[config.mk]
export PLATFORM = sky130hd
export DESIGN_NAME = sync_fifo_param
export DESIGN_NICKNAME = d
export VERILOG_FILES = /design/src/rtl/fifo_pkg.sv /design/src/rtl/fifo_mem.sv /design/src/rtl/sync_fifo_param.sv
export SDC_FILE = /design/constraint.sdc
export NUM_CORES = 1
export LEC_CHECK = 0
export BUFFER_PORTS_ARGS = -buffer_cell sky130_fd_sc_hd__clkbuf_2
export CAP_MARGIN = 10
export CORE_UTILIZATION = 40
export CTS_CLUSTER_DIAMETER = 60
export CTS_CLUSTER_SIZE = 25
export DETAILED_ROUTE_END_ITERATION = 16
export PLACE_DENSITY = 0.6
export REMOVE_ABC_BUFFERS = 1
export SYNTH_ARGS = -nofsm -noshare
export SYNTH_HDL_FRONTEND = slang
export SYNTH_SLANG_ARGS = --single-unit
[constraint.sdc]
create_clock -name clk -period 3.17 [get_ports clk]
set_input_delay 0.317 -clock clk [delete_from_list [all_inputs] [get_ports clk]]
set_output_delay 0.317 -clock clk [all_outputs]
set_load 0.03 [all_outputs]
[src/rtl/fifo_pkg.sv]
// Shared helpers for the single-clock FIFO: pointer-width function and the
// bit order of the packed status vector {uf, of, ame, amf, hf, empty, full}.
package fifo_pkg;

    function automatic int clog2(input int n);
        int r;
        r = 0;
        while ((1 << r) < n) r++;
        return r;
    endfunction

    localparam int STS_FULL  = 0;
    localparam int STS_EMPTY = 1;
    localparam int STS_HF    = 2;
    localparam int STS_AMF   = 3;
    localparam int STS_AME   = 4;
    localparam int STS_OF    = 5;
    localparam int STS_UF    = 6;
    localparam int STS_W     = 7;

endpackage

[src/rtl/fifo_mem.sv]
// Register-array storage for the FIFO: synchronous write, asynchronous read.
module fifo_mem
    import fifo_pkg::*;
#(
    parameter int DW = 8,
    parameter int DEP = 16,
    localparam int AW = clog2(DEP)
) (
    input  logic          clk,
    input  logic          we,
    input  logic [AW-1:0] waddr,
    input  logic [DW-1:0] wdata,
    input  logic [AW-1:0] raddr,
    output logic [DW-1:0] rdata
);

    logic [DW-1:0] mem_q [DEP];

    always_ff @(posedge clk) begin
        if (we) mem_q[waddr] <= wdata;
    end

    assign rdata = mem_q[raddr];

endmodule

[src/rtl/sync_fifo_param.sv]
// Single-clock parametrised FIFO with fill count, programmable almost flags,
// sticky overflow/underflow and optional first-word-fall-through read.
module sync_fifo_param
    import fifo_pkg::*;
#(
    parameter int DW = 8,
    parameter int DEP = 16,
    parameter int FWFT = 0,
    localparam int AW = clog2(DEP)
) (
    input  logic          clk,
    input  logic          rst,
    input  logic          w_en,
    input  logic [DW-1:0] data_in,
    input  logic          r_en,
    output logic [DW-1:0] data_out,
    output logic          rd_valid,
    output logic [AW:0]   count,
    output logic          full,
    output logic          empty,
    output logic          hf,
    input  logic [AW:0]   amf_th,
    input  logic [AW:0]   ame_th,
    output logic          amf,
    output logic          ame,
    input  logic          err_clr,
    output logic          of,
    output logic          uf
);

    logic [AW-1:0] wr_ptr_q, wr_ptr_d, rd_ptr_q, rd_ptr_d;
    logic [AW:0]   count_q, count_d;
    logic          full_q, full_d, empty_q, empty_d, hf_q, hf_d;
    logic          amf_q, amf_d, ame_q, ame_d, of_q, of_d, uf_q, uf_d;
    logic          rd_valid_q, rd_valid_d;
    logic [DW-1:0] dout_q, dout_d, rd_data;
    logic          wr_acc, rd_acc;

    fifo_mem #(.DW(DW), .DEP(DEP)) u_mem (
        .clk   (clk),
        .we    (wr_acc & ~rst),
        .waddr (wr_ptr_q),
        .wdata (data_in),
        .raddr (rd_ptr_q),
        .rdata (rd_data)
    );

    always_comb begin
        wr_acc   = w_en & ~full_q;
        rd_acc   = r_en & ~empty_q;
        wr_ptr_d = wr_acc ? wr_ptr_q + AW'(1) : wr_ptr_q;
        rd_ptr_d = rd_acc ? rd_ptr_q + AW'(1) : rd_ptr_q;
        case ({wr_acc, rd_acc})
            2'b10:   count_d = count_q + (AW+1)'(1);
            2'b01:   count_d = count_q - (AW+1)'(1);
            default: count_d = count_q;
        endcase
        // Flags come from the next count so they change on the same edge as count.
        full_d     = (count_d == (AW+1)'(DEP));
        empty_d    = (count_d == '0);
        hf_d       = (count_d >= (AW+1)'(DEP / 2));
        amf_d      = (count_d >= amf_th);
        ame_d      = (count_d <= ame_th);
        of_d       = (w_en & full_q) | (of_q & ~err_clr);
        uf_d       = (r_en & empty_q) | (uf_q & ~err_clr);
        rd_valid_d = rd_acc;
        dout_d     = rd_acc ? rd_data : dout_q;
    end

    always_ff @(posedge clk) begin
        if (rst) begin
            wr_ptr_q   <= '0;
            rd_ptr_q   <= '0;
            count_q    <= '0;
            full_q     <= 1'b0;
            empty_q    <= 1'b1;
            hf_q       <= 1'b0;
            amf_q      <= 1'b0;
            ame_q      <= 1'b1;
            of_q       <= 1'b0;
            uf_q       <= 1'b0;
            rd_valid_q <= 1'b0;
            dout_q     <= '0;
        end else begin
            wr_ptr_q   <= wr_ptr_d;
            rd_ptr_q   <= rd_ptr_d;
            count_q    <= count_d;
            full_q     <= full_d;
            empty_q    <= empty_d;
            hf_q       <= hf_d;
            amf_q      <= amf_d;
            ame_q      <= ame_d;
            of_q       <= of_d;
            uf_q       <= uf_d;
            rd_valid_q <= rd_valid_d;
            dout_q     <= dout_d;
        end
    end

    // FWFT exposes the head word directly; standard mode uses the output register.
    assign data_out = (FWFT != 0) ? rd_data : dout_q;
    assign rd_valid = (FWFT != 0) ? ~empty_q : rd_valid_q;
    assign count    = count_q;
    assign full     = full_q;
    assign empty    = empty_q;
    assign hf       = hf_q;
    assign amf      = amf_q;
    assign ame      = ame_q;
    assign of       = of_q;
    assign uf       = uf_q;

endmodule

==> flow_summary_export.csv <==
group,metric,value,unit
outcome,status,"complete, no violations",
clocking,cts_resized,0,
floorplanning,dieArea,0.01695,mm2
floorplanning,pin_count,44,
cells_and_area,final_cells,679,
setup_path,critPathCapture,"ame",
timing,hold_viol,0,
synth,ys_types,51,
place,place_inst,647,
synth,synthFlopType,"edfxtp_1",
cells_and_area,n_antenna_cell,0,
route,antenna_left,0,
synth,syn_area_per_cell,16.82,um2
route,drtPass1Iterations,5,
floorplanning,rows,46,
setup_path,slowest_delay,0.42,ns
grt,grt_max_degree,36,
timing,final.setup_skew,0.007268,ns
power_and_ir_drop,p_per_area,721.0,mW/mm2
synth,synth_area_leaders,"edfxtp_1 58%, dfxtp_1 8.8%, mux4_2 7.5%",
floorplanning,start_util,41.24,%
cells_and_area,syn2layout_area_growth,16.86,%
route,vias_per_cell,5.202,
timing,whs,0.1491,ns
grt,antenna_found_initial,0,
worst_hold_path,hold_path.class,"in -> reg",
synth,synth_commonest_cells,"128 x edfxtp_1, 31 x nand2_1, 29 x dfxtp_1, 29 x nor2_1, 22 x mux4_2",
synth,synth_most_common_cell,"edfxtp_1",
synth,synthArstFlopShare,0,%
setup_path,worstReg2RegEnd,"ame",
timing,report.final.slew_viol_count,0,
power_and_ir_drop,p_switching,1.518,mW
setup_path,worstPathArrival,3.24,ns
timing,layout_min_cycle_time,2.908,ns
place,gp_congestion,0.7525,
power_and_ir_drop,peakVddDrop,0.0003578,V
timing,setup_viol,0,
place,port_buffers,43,
power_and_ir_drop,swShare,27.40,%
route,route.detailed.drc,0,
clocking,clk-insertion-delay-late,0.42,ns
synth,ys_ff_latch,157,
setup_path,required,3.50,ns
floorplanning,chipWidth,130.2,um
grt,grt_pass1_wl,19.33,mm
clocking,ctsHoldBuffers,0,
synth,synth_top_area_cell,"edfxtp_1",
route,wirelength,12.25,mm
clocking,numCtsBuffers,17,
setup_path,ff2ff_path_depth,14,
setup_path,r2r-start,"full",
clocking,cts_num_sinks,157,
power_and_ir_drop,leakage,2.700,nW
timing,worst_slew_pin_slew,0.8250,ns
power_and_ir_drop,clkPwrFrac,38.4,%
route,vias,3532,
synth,synthCells,391,
synth,yosys_warnings,0,
timing,slew_headroom,44.80,%
route,drt_iter0_drc,266,
setup_path,critPathMaxFanout,3,
setup_path,worstSetupPathType,"reg -> reg",
clocking,clk_path_buf_depth,2,
grt,groute.usage.overall,15.94,%
timing,tns,0,ns
floorplanning,core-area,0.01594,mm2
clocking,clk_pin_slew,0.07,ns
setup_path,ff2ff_setup_slack,0.26,ns
timing,rsz0062_at_grt,"no",
clocking,htree_levels,4,
synth,mappedNetlistArea,0.006575,mm2
place,post-dp-hpwl,8.028,mm
timing,setup_ws,0.2623,ns
synth,yosysTopAreaCellShare,58.46,%
cells_and_area,drive_gt1_share,27.00,%
power_and_ir_drop,comb_power_share,18.4,%
setup_path,critical_path.endpoint_type,"flop",
clocking,cts_root_buf,"clkbuf_16",
place,pre_cts_ws,0.09071,ns
grt,grt_remaining_overflow,0,
floorplanning,die_h,130.2,um
route,wl_per_cell,18.04,um
place,placed_cell_area,0.007063,mm2
setup_path,worst_path_most_repeated_cell,"ha_1",
power_and_ir_drop,p_int,4.022,mW
timing,min_period_over_period,91.73,%
cells_and_area,fillers,1352,
setup_path,crit_slowest_cell,"or4_4",
setup_path,worstPathCellList,"nor2b_4 > nor2_1 > xor2_1 > ha_1 > a21o_1 > and3_4 > or4_4 > and2_1 > inv_1 > ha_1 > o21a_1 > o21ai_1 > a311oi_1 > a211oi_1",
cells_and_area,design_area,0.007684,mm2
clocking,post_cts_buffers,0,
timing,fmaxAchievable,343.9,MHz
power_and_ir_drop,p_seq_share,43.2,%
synth,ys_seq_area_share,67.29,%
job,maxCapViolations,0,
synth,synth-edff-count,128,
clocking,cts_tree,"built",
worst_hold_path,hold_path_startpoint,"amf_th[4]",
setup_path,cp-startpoint,"full",
grt,grt_pass1_vias,3484,
setup_path,critPathLaunchType,"flop",
cells_and_area,nNetsFinal,485,
-- layout by cell type (no fill, tap or decap), types with 4 or more instances in the layout --
| cell type | count |
|---|---|
| edfxtp_1 | 128 |
| clkbuf_2 | 43 |
| nand2_1 | 31 |
| nor2_1 | 29 |
| dfxtp_1 | 28 |
| mux4_2 | 22 |
| buf_4 | 19 |
| mux4_1 | 18 |
| clkbuf_16 | 17 |
| a21oi_1 | 15 |
| ha_1 | 12 |
| inv_1 | 10 |
| inv_6 | 8 |
| nor3_1 | 8 |
| nand3_1 | 7 |
| xor2_1 | 6 |
| a21o_1 | 4 |
| o211ai_1 | 4 |
| nand4_1 | 4 |
-- sequential cells by signal, indices dropped and copies added, names as in the netlist, 4 cells and up --
register / flops
count: 5
wr_ptr_q: 4
rd_ptr_q: 4
u_mem.mem_q: 128
data_out: 8
-- routing by layer --
layer  vias up  track usage [%]  wire length [um]
met1      1756            21.29              5552
met3        11            3.690               621
met5         -                0                 0
met4         0            6.566               181
li1       1658                -                 -
met2       107            25.19              5895
-- final cells by class --
type | instances | area (um2) | share of cell area [%]
Inverter | 12 | 50.05 | 0.6514
Sequential cell | 157 | 4425 | 57.60
Clock inverter | 15 | 195.2 | 2.540
Tap cell | 216 | 270.3 | 3.517
Clock buffer | 17 | 425.4 | 5.537
Multi-Input combinational cell | 199 | 1939 | 25.24
Timing Repair Buffer | 63 | 377.9 | 4.918
-- critical path, delay by kind of cell, from the launching register on --
kind                       cells  cell delay (ns)
DFF                            1             0.35
adders and majority gates      2             0.45
xor gates and xnor gates       1             0.14
AOI/OAI and AO/OA              5             0.78
and+or+nand+nor                5             1.05
buffers and inverters          1             0.06
-- worst min-delay path by stage --
stage / endpoint / slack, ns / depth (start not counted)
after floorplan: data_out[0] / 0.39 / 1
after global placement: data_out[3] / 0.44 / 2
after detailed placement: data_out[5] / 0.45 / 2
after CTS: amf / 0.13 / 3
after global routing: amf / 0.15 / 3
final: amf / 0.15 / 3
-- power by group through the flow --
stage	sequential [mW]	clock [mW]	combinational, mW
after floorplan	2.59	0	0.558
after global placement	2.43	0	1.01
after detailed placement	2.44	0	1.02
after CTS	2.40	2.17	1.03
after global routing	2.41	2.24	1.12
final	2.40	2.13	1.02
-- cell families (layout without fill, tap and decap cells) --
group,Yosys count,in the layout,synth area share [%]
buffers and inverters,35,107,3.216
multiplexers,41,41,14.88
AO/OA/AOI/OAI,40,40,4.072
flip-flops,157,157,67.29
adder cells (fa/ha/maj),12,12,2.283
XOR/XNOR,8,8,1.066
AND/OR/NAND/NOR,98,98,7.193
-- per-stage QoR --
stage	util [%]	power, mW
global route	48.19	5.779
detailed placement	44.30	3.464
finish	48.19	5.540
CTS	48.19	5.596
global placement	44.30	3.442
floorplan	-	3.146
(Power assumes the default switching activity.)
